File: config.mk
export PLATFORM = sky130hd
export DESIGN_NAME = uart_receiver
export DESIGN_NICKNAME = d
export VERILOG_FILES = /design/src/rtl/uart_pkg.sv /design/src/rtl/uart_sync2.sv /design/src/rtl/uart_receiver.sv
export SDC_FILE = /design/constraint.sdc
export NUM_CORES = 1
export LEC_CHECK = 0
export ABC_AREA = 1
export ABC_CLOCK_PERIOD_IN_PS = 2350
export CORE_ASPECT_RATIO = 0.75
export CORE_MARGIN = 3
export CORE_UTILIZATION = 30
export CTS_CLUSTER_DIAMETER = 60
export DETAILED_ROUTE_END_ITERATION = 6
export GPL_TIMING_DRIVEN = 0
export PLACE_DENSITY = 0.53
export SYNTH_ARGS = -nofsm -noshare
export SYNTH_HDL_FRONTEND = slang
export SYNTH_SLANG_ARGS = --single-unit
File: constraint.sdc
create_clock -name clk -period 2.35 [get_ports clk]
set_input_delay 0.3525 -clock clk [delete_from_list [all_inputs] [get_ports clk]]
set_output_delay 0.3525 -clock clk [all_outputs]
set_load 0.02 [all_outputs]
File: src/rtl/uart_pkg.sv
// Shared UART definitions: receiver FSM states and default frame geometry.
// The transmitter side imports the same package so both ends agree on framing.
package uart_pkg;

  // Receiver state encoding.
  typedef enum logic [1:0] {
    IDLE  = 2'd0,
    START = 2'd1,
    DATA  = 2'd2,
    STOP  = 2'd3
  } rx_state_t;

  // Default oversampling ratio (clken ticks per bit) and data bits per frame.
  localparam int UART_OVERSAMPLE = 16;
  localparam int UART_DATA_BITS  = 8;

  // Width of a counter that must hold values 0..n-1 (never narrower than 1 bit).
  function automatic int cnt_width(input int n);
    return (n > 1) ? $clog2(n) : 1;
  endfunction

endpackage

File: src/rtl/uart_sync2.sv
// Two-flop synchroniser for a single asynchronous input.
// RESET_VAL sets the level both flops take during reset so the synchronised
// output does not show a spurious edge when reset is released.
module uart_sync2 #(
  parameter logic RESET_VAL = 1'b1
) (
  input  logic clk,
  input  logic rst,
  input  logic d_i,
  output logic q_o
);

  logic meta_q;
  logic sync_q;

  // Two back-to-back flops give the first stage a full cycle to resolve.
  always_ff @(posedge clk or posedge rst) begin
    if (rst) begin
      meta_q <= RESET_VAL;
      sync_q <= RESET_VAL;
    end else begin
      meta_q <= d_i;
      sync_q <= meta_q;
    end
  end

  assign q_o = sync_q;

endmodule

File: src/rtl/uart_receiver.sv
// UART receiver: 8N1 (configurable data width), LSB first, oversampled.
// The FSM locks onto the falling start edge, re-checks the line half a bit
// later to reject glitches, then samples every data bit and the stop bit at
// its centre. Good bytes are handed over through a sticky rdy flag; a low
// stop bit produces a one-cycle frame_err pulse instead.
module uart_receiver
  import uart_pkg::*;
#(
  parameter int OVERSAMPLE = UART_OVERSAMPLE,
  parameter int DATA_BITS  = UART_DATA_BITS
) (
  input  logic                 clk,
  input  logic                 rst,
  input  logic                 rx,
  input  logic                 clken,
  input  logic                 rdy_clr,
  output logic [DATA_BITS-1:0] dout,
  output logic                 rdy,
  output logic                 frame_err,
  output logic                 overrun,
  output logic                 rx_busy
);

  localparam int SCNT_W = cnt_width(OVERSAMPLE);
  localparam int BPOS_W = cnt_width(DATA_BITS);

  // Compare points for the oversample counter and bit position.
  localparam logic [SCNT_W-1:0] HALF_M1  = SCNT_W'(OVERSAMPLE / 2 - 1);
  localparam logic [SCNT_W-1:0] FULL_M1  = SCNT_W'(OVERSAMPLE - 1);
  localparam logic [BPOS_W-1:0] LAST_BIT = BPOS_W'(DATA_BITS - 1);

  logic rx_s;

  rx_state_t             state_q,  state_d;
  logic [SCNT_W-1:0]     scnt_q,   scnt_d;
  logic [BPOS_W-1:0]     bitpos_q, bitpos_d;
  logic [DATA_BITS-1:0]  shreg_q,  shreg_d;

  logic [DATA_BITS-1:0]  dout_q;
  logic                  rdy_q;
  logic                  ferr_q;
  logic                  ovr_q;

  // Strobes from the FSM to the status block, valid for one clk.
  logic                  good_byte;
  logic                  bad_stop;

  // rx is asynchronous to clk; the line idles high, so reset the chain high.
  uart_sync2 #(
    .RESET_VAL (1'b1)
  ) u_sync (
    .clk (clk),
    .rst (rst),
    .d_i (rx),
    .q_o (rx_s)
  );

  // FSM state register: state, oversample counter, bit position, shift register.
  always_ff @(posedge clk or posedge rst) begin
    if (rst) begin
      state_q  <= IDLE;
      scnt_q   <= '0;
      bitpos_q <= '0;
      shreg_q  <= '0;
    end else begin
      state_q  <= state_d;
      scnt_q   <= scnt_d;
      bitpos_q <= bitpos_d;
      shreg_q  <= shreg_d;
    end
  end

  // Next-state logic; everything advances only on clken ticks.
  always_comb begin
    state_d   = state_q;
    scnt_d    = scnt_q;
    bitpos_d  = bitpos_q;
    shreg_d   = shreg_q;
    good_byte = 1'b0;
    bad_stop  = 1'b0;

    if (clken) begin
      case (state_q)
        IDLE: begin
          if (!rx_s) begin
            state_d = START;
            scnt_d  = '0;
          end
        end

        START: begin
          scnt_d = scnt_q + SCNT_W'(1);
          if (scnt_q == HALF_M1) begin
            scnt_d = '0;
            if (!rx_s) begin
              // Still low at mid start bit: genuine frame, now bit-centred.
              state_d  = DATA;
              bitpos_d = '0;
            end else begin
              // Line went back high: glitch, drop it silently.
              state_d = IDLE;
            end
          end
        end

        DATA: begin
          scnt_d = scnt_q + SCNT_W'(1);
          if (scnt_q == FULL_M1) begin
            scnt_d            = '0;
            shreg_d[bitpos_q] = rx_s;
            if (bitpos_q == LAST_BIT) begin
              state_d = STOP;
            end else begin
              bitpos_d = bitpos_q + BPOS_W'(1);
            end
          end
        end

        STOP: begin
          scnt_d = scnt_q + SCNT_W'(1);
          if (scnt_q == FULL_M1) begin
            // Leave mid stop bit so a back-to-back start edge is not missed.
            scnt_d = '0;
            state_d = IDLE;
            if (rx_s) begin
              good_byte = 1'b1;
            end else begin
              bad_stop = 1'b1;
            end
          end
        end

        default: begin
          state_d = IDLE;
          scnt_d  = '0;
        end
      endcase
    end
  end

  // Status flags: byte hand-over, overrun tracking and frame-error pulse.
  always_ff @(posedge clk or posedge rst) begin
    if (rst) begin
      dout_q <= '0;
      rdy_q  <= 1'b0;
      ferr_q <= 1'b0;
      ovr_q  <= 1'b0;
    end else begin
      ferr_q <= bad_stop;
      if (good_byte) begin
        // A completing byte wins over rdy_clr; the acknowledge still
        // clears any overrun that referred to the previous byte.
        dout_q <= shreg_q;
        rdy_q  <= 1'b1;
        ovr_q  <= rdy_clr ? 1'b0 : (ovr_q | rdy_q);
      end else if (rdy_clr) begin
        rdy_q <= 1'b0;
        ovr_q <= 1'b0;
      end
    end
  end

  assign dout      = dout_q;
  assign rdy       = rdy_q;
  assign frame_err = ferr_q;
  assign overrun   = ovr_q;
  assign rx_busy   = (state_q != IDLE);

endmodule

==> flow_summary.ini <==
[power_and_ir_drop]
cellPowerDensity_nw_per_um2 = 864
ir_worst_vdd_v = 0.000420
p_sw_mw = 0.539
p_int_mw = 1.02
p_leak_nw = 0.836
clkPwrFrac_pct = 32.7
power_frac_comb_pct = 26.0
swShare_pct = 34.6
sequentialPowerShare_pct = 41.3
fin_total_pwr_mw = 1.56

[clock_tree]
cts_setup_buffers = 0
cts_buffer_depth = 2
clkTransAtPathRegs_ns = 0.07
cts_buffers = 5
cts_resized = 0
root_buffer = clkbuf_8
clock_latency_ns = 0.28
htreeDepth = 2
hold_buffers = 0
cts_tree = yes
cts.sinks = 30

[setup_path]
endpoint_kind = primary output
critPathLaunchType = flip-flop
crit_required_ns = 2.00
crit_fanout = 7
cp_cell_sequence = buf_2 -> nor2_2 -> inv_1 -> clkdlybuf4s50_1
timing.rr.end = dout[0]
regToRegStartpoint = scnt_q[0]
crit_type = reg -> out
critPathSlowestCell = clkdlybuf4s50_1
worstRegToRegCells = 6
cp.arrival_ns = 1.62
reg2reg_setup_slack_ns = 0.77
path_buf_inv = 3
max_stage_delay_ns = 0.53
critPathTopFamily = buffers and inverters

[timing]
rsz0062_at_grt = no
maxSlewHeadroom_pct = 25.1
period_share_pct = 83.7
finalHoldViolCount = 0
finalCriticalPeriod_ns = 1.97
setup_tns_ns = 0
fin_skew_ns = 0.00600
tightest_slew_ns = 1.12
setup_slack_ns = 0.382
max_freq_ghz = 0.508
finalMaxSlewViolations = 0
setup_viol = 0

[hold_path]
hold_path_depth = 0
holdPathEnd = u_sync.q_o
min_path_type = reg -> reg
min-delay-start = u_sync.meta_q

[global_route]
antenna_found_initial = 0
grt_overflow = 0
grt_max_degree = 31
grt_pass1_wl_um = 5080
grt_pass1_vias = 1053
grtUsageTotal_pct = 11.7

[placed_design]
preCtsSetupSlack_ns = 0.560
dp_hpwl_um = 2060
gp_congestion = 0.794
portBuffers = 16
dpl.cell_count = 243

[synth]
yosysSeqAreaShare_pct = 51.5
syn-instance-count = 170
ys_ff_latch = 30
ys_warn_count = 0
syn_nets = 178
syn-cell-area_um2 = 1460
synthDistinctLibCells = 27
syn_avg_cell_area_um2 = 8.60

[detailed_routing]
dr.pass1.iters = 4
first_iter_violations = 39
wl_per_cell_um = 11.2
postRouteAntennaNets = 0
finalWirelength_um = 2810
vias = 1103
viasPerCell = 4.39
route.detailed.drc = 0

[die]
coreArea_um2 = 4570
die_height_um = 66.5
design.die.area_um2 = 5760
fp-row-count = 21
die_w_um = 86.6
initial_core_util_pct = 32.0
io_pins = 17

[final_layout]
nNetsFinal = 201
antenna_cells = 0
final_util_pct = 39.4
layout.cells.non_filler = 251
drive_above_1_share_pct = 17.0
fill_cells = 481
area_growth_pct = 23.3

[flow_run]
cap_violations = 0

[run_status]
status = finished clean
==> cells by family (layout without fill, tap and decap cells) <==
family	after synthesis	count (layout)	share of synthesized area (%)
compound gates	26	26	11.8
xor+xnor	1	1	0.599
fa+ha+maj	3	3	2.57
buf+inv	29	53	8.04
flops	30	30	51.5
simple gates	81	81	25.5
==> cell type report <==
class,count,area (um2),share of cell area (%)
sequential,30,753,41.8
multi-input combinational,111,592,32.8
timing repair buffer,16,160,8.88
inverter,27,101,5.62
tap,57,71.3,3.96
clock buffer,5,68.8,3.82
clock inverter,3,40.0,2.22
buffer,2,16.3,0.902
==> worst max-delay path by stage <==
stage / end / cells past startpoint / startpoint
finish: rx_busy / 4 / flip-flop
global route: rx_busy / 4 / flip-flop
CTS: rx_busy / 4 / flip-flop
detailed placement: bitpos_q[2] / 2 / rst
global placement: bitpos_q[2] / 2 / rst
floorplan: bitpos_q[0] / 8 / bitpos_q[0]
==> state kept, by name, indices dropped and copies added, names as in the netlist, named ones only <==
| signal | count |
|---|---|
| dout | 8 |
| shreg_q | 8 |
| scnt_q | 4 |
| bitpos_q | 3 |
| frame_err | 1 |
| overrun | 1 |
| rdy | 1 |
| state_q | 1 |
| u_sync.meta_q | 1 |
| u_sync.q_o | 1 |
==> layout by cell type, fill, tap and decap left out, drive strengths merged, types with 3 or more instances in the layout <==
cell,synthesis,final
dfrtp,28,28
nand3,9,9
nand2,51,51
clkdlybuf4s50,0,16
nor2,17,17
inv,27,27
o21ai,21,21
clkbuf,0,5
ha,3,3
==> per-stage QoR <==
| step | hold WS [ns] | area, um2 |
|---|---|---|
| after floorplan | 0.345 | 1460 |
| after CTS | 0.358 | 1800 |
| after global routing | 0.359 | 1800 |
| after global placement | 0.347 | 1690 |
| after detailed placement | 0.348 | 1690 |
| final | 0.357 | 1800 |
==> metal layers <==
metal	track usage, %	up-vias	share of wire [%]
met1	16.3	499	54
li1	-	577	-
met4	6.42	0	2.3
met3	3.83	7	4.6
met5	0	-	0
met2	15.8	20	39
==> cell usage after synthesis, drive strengths merged <==
cell,n,area [um2]
nand4,2,27.5
o21ai,21,135
a22o,1,8.76
dfstp,2,52.6
inv,27,101
nor2,17,81.3
nand3,9,50.1
nand2,51,201
xor2,1,8.76
a21oi,2,10.0
ha,3,37.5
and2,1,7.51
buf,2,16.3
dfrtp,28,701
nor3,1,5.00
o22ai,2,18.8
==> worst reg2reg max path, cell delays in order, from the launching register on <==
cell,delay [ns]
dfrtp_1,0.39
ha_1,0.27
nand3_2,0.15
nor2_4,0.18
nand4_4,0.19
buf_6,0.22
o21ai_2,0.11
==> power groups by stage <==
stage | combinational [mW] | clock [mW] | sequential, mW
finish | 0.405 | 0.510 | 0.643
global route | 0.477 | 0.553 | 0.652
CTS | 0.408 | 0.527 | 0.641
detailed placement | 0.405 | 0 | 0.649
global placement | 0.406 | 0 | 0.650
floorplan | 0.313 | 0 | 0.633
Power figures use the tool's default switching activity.
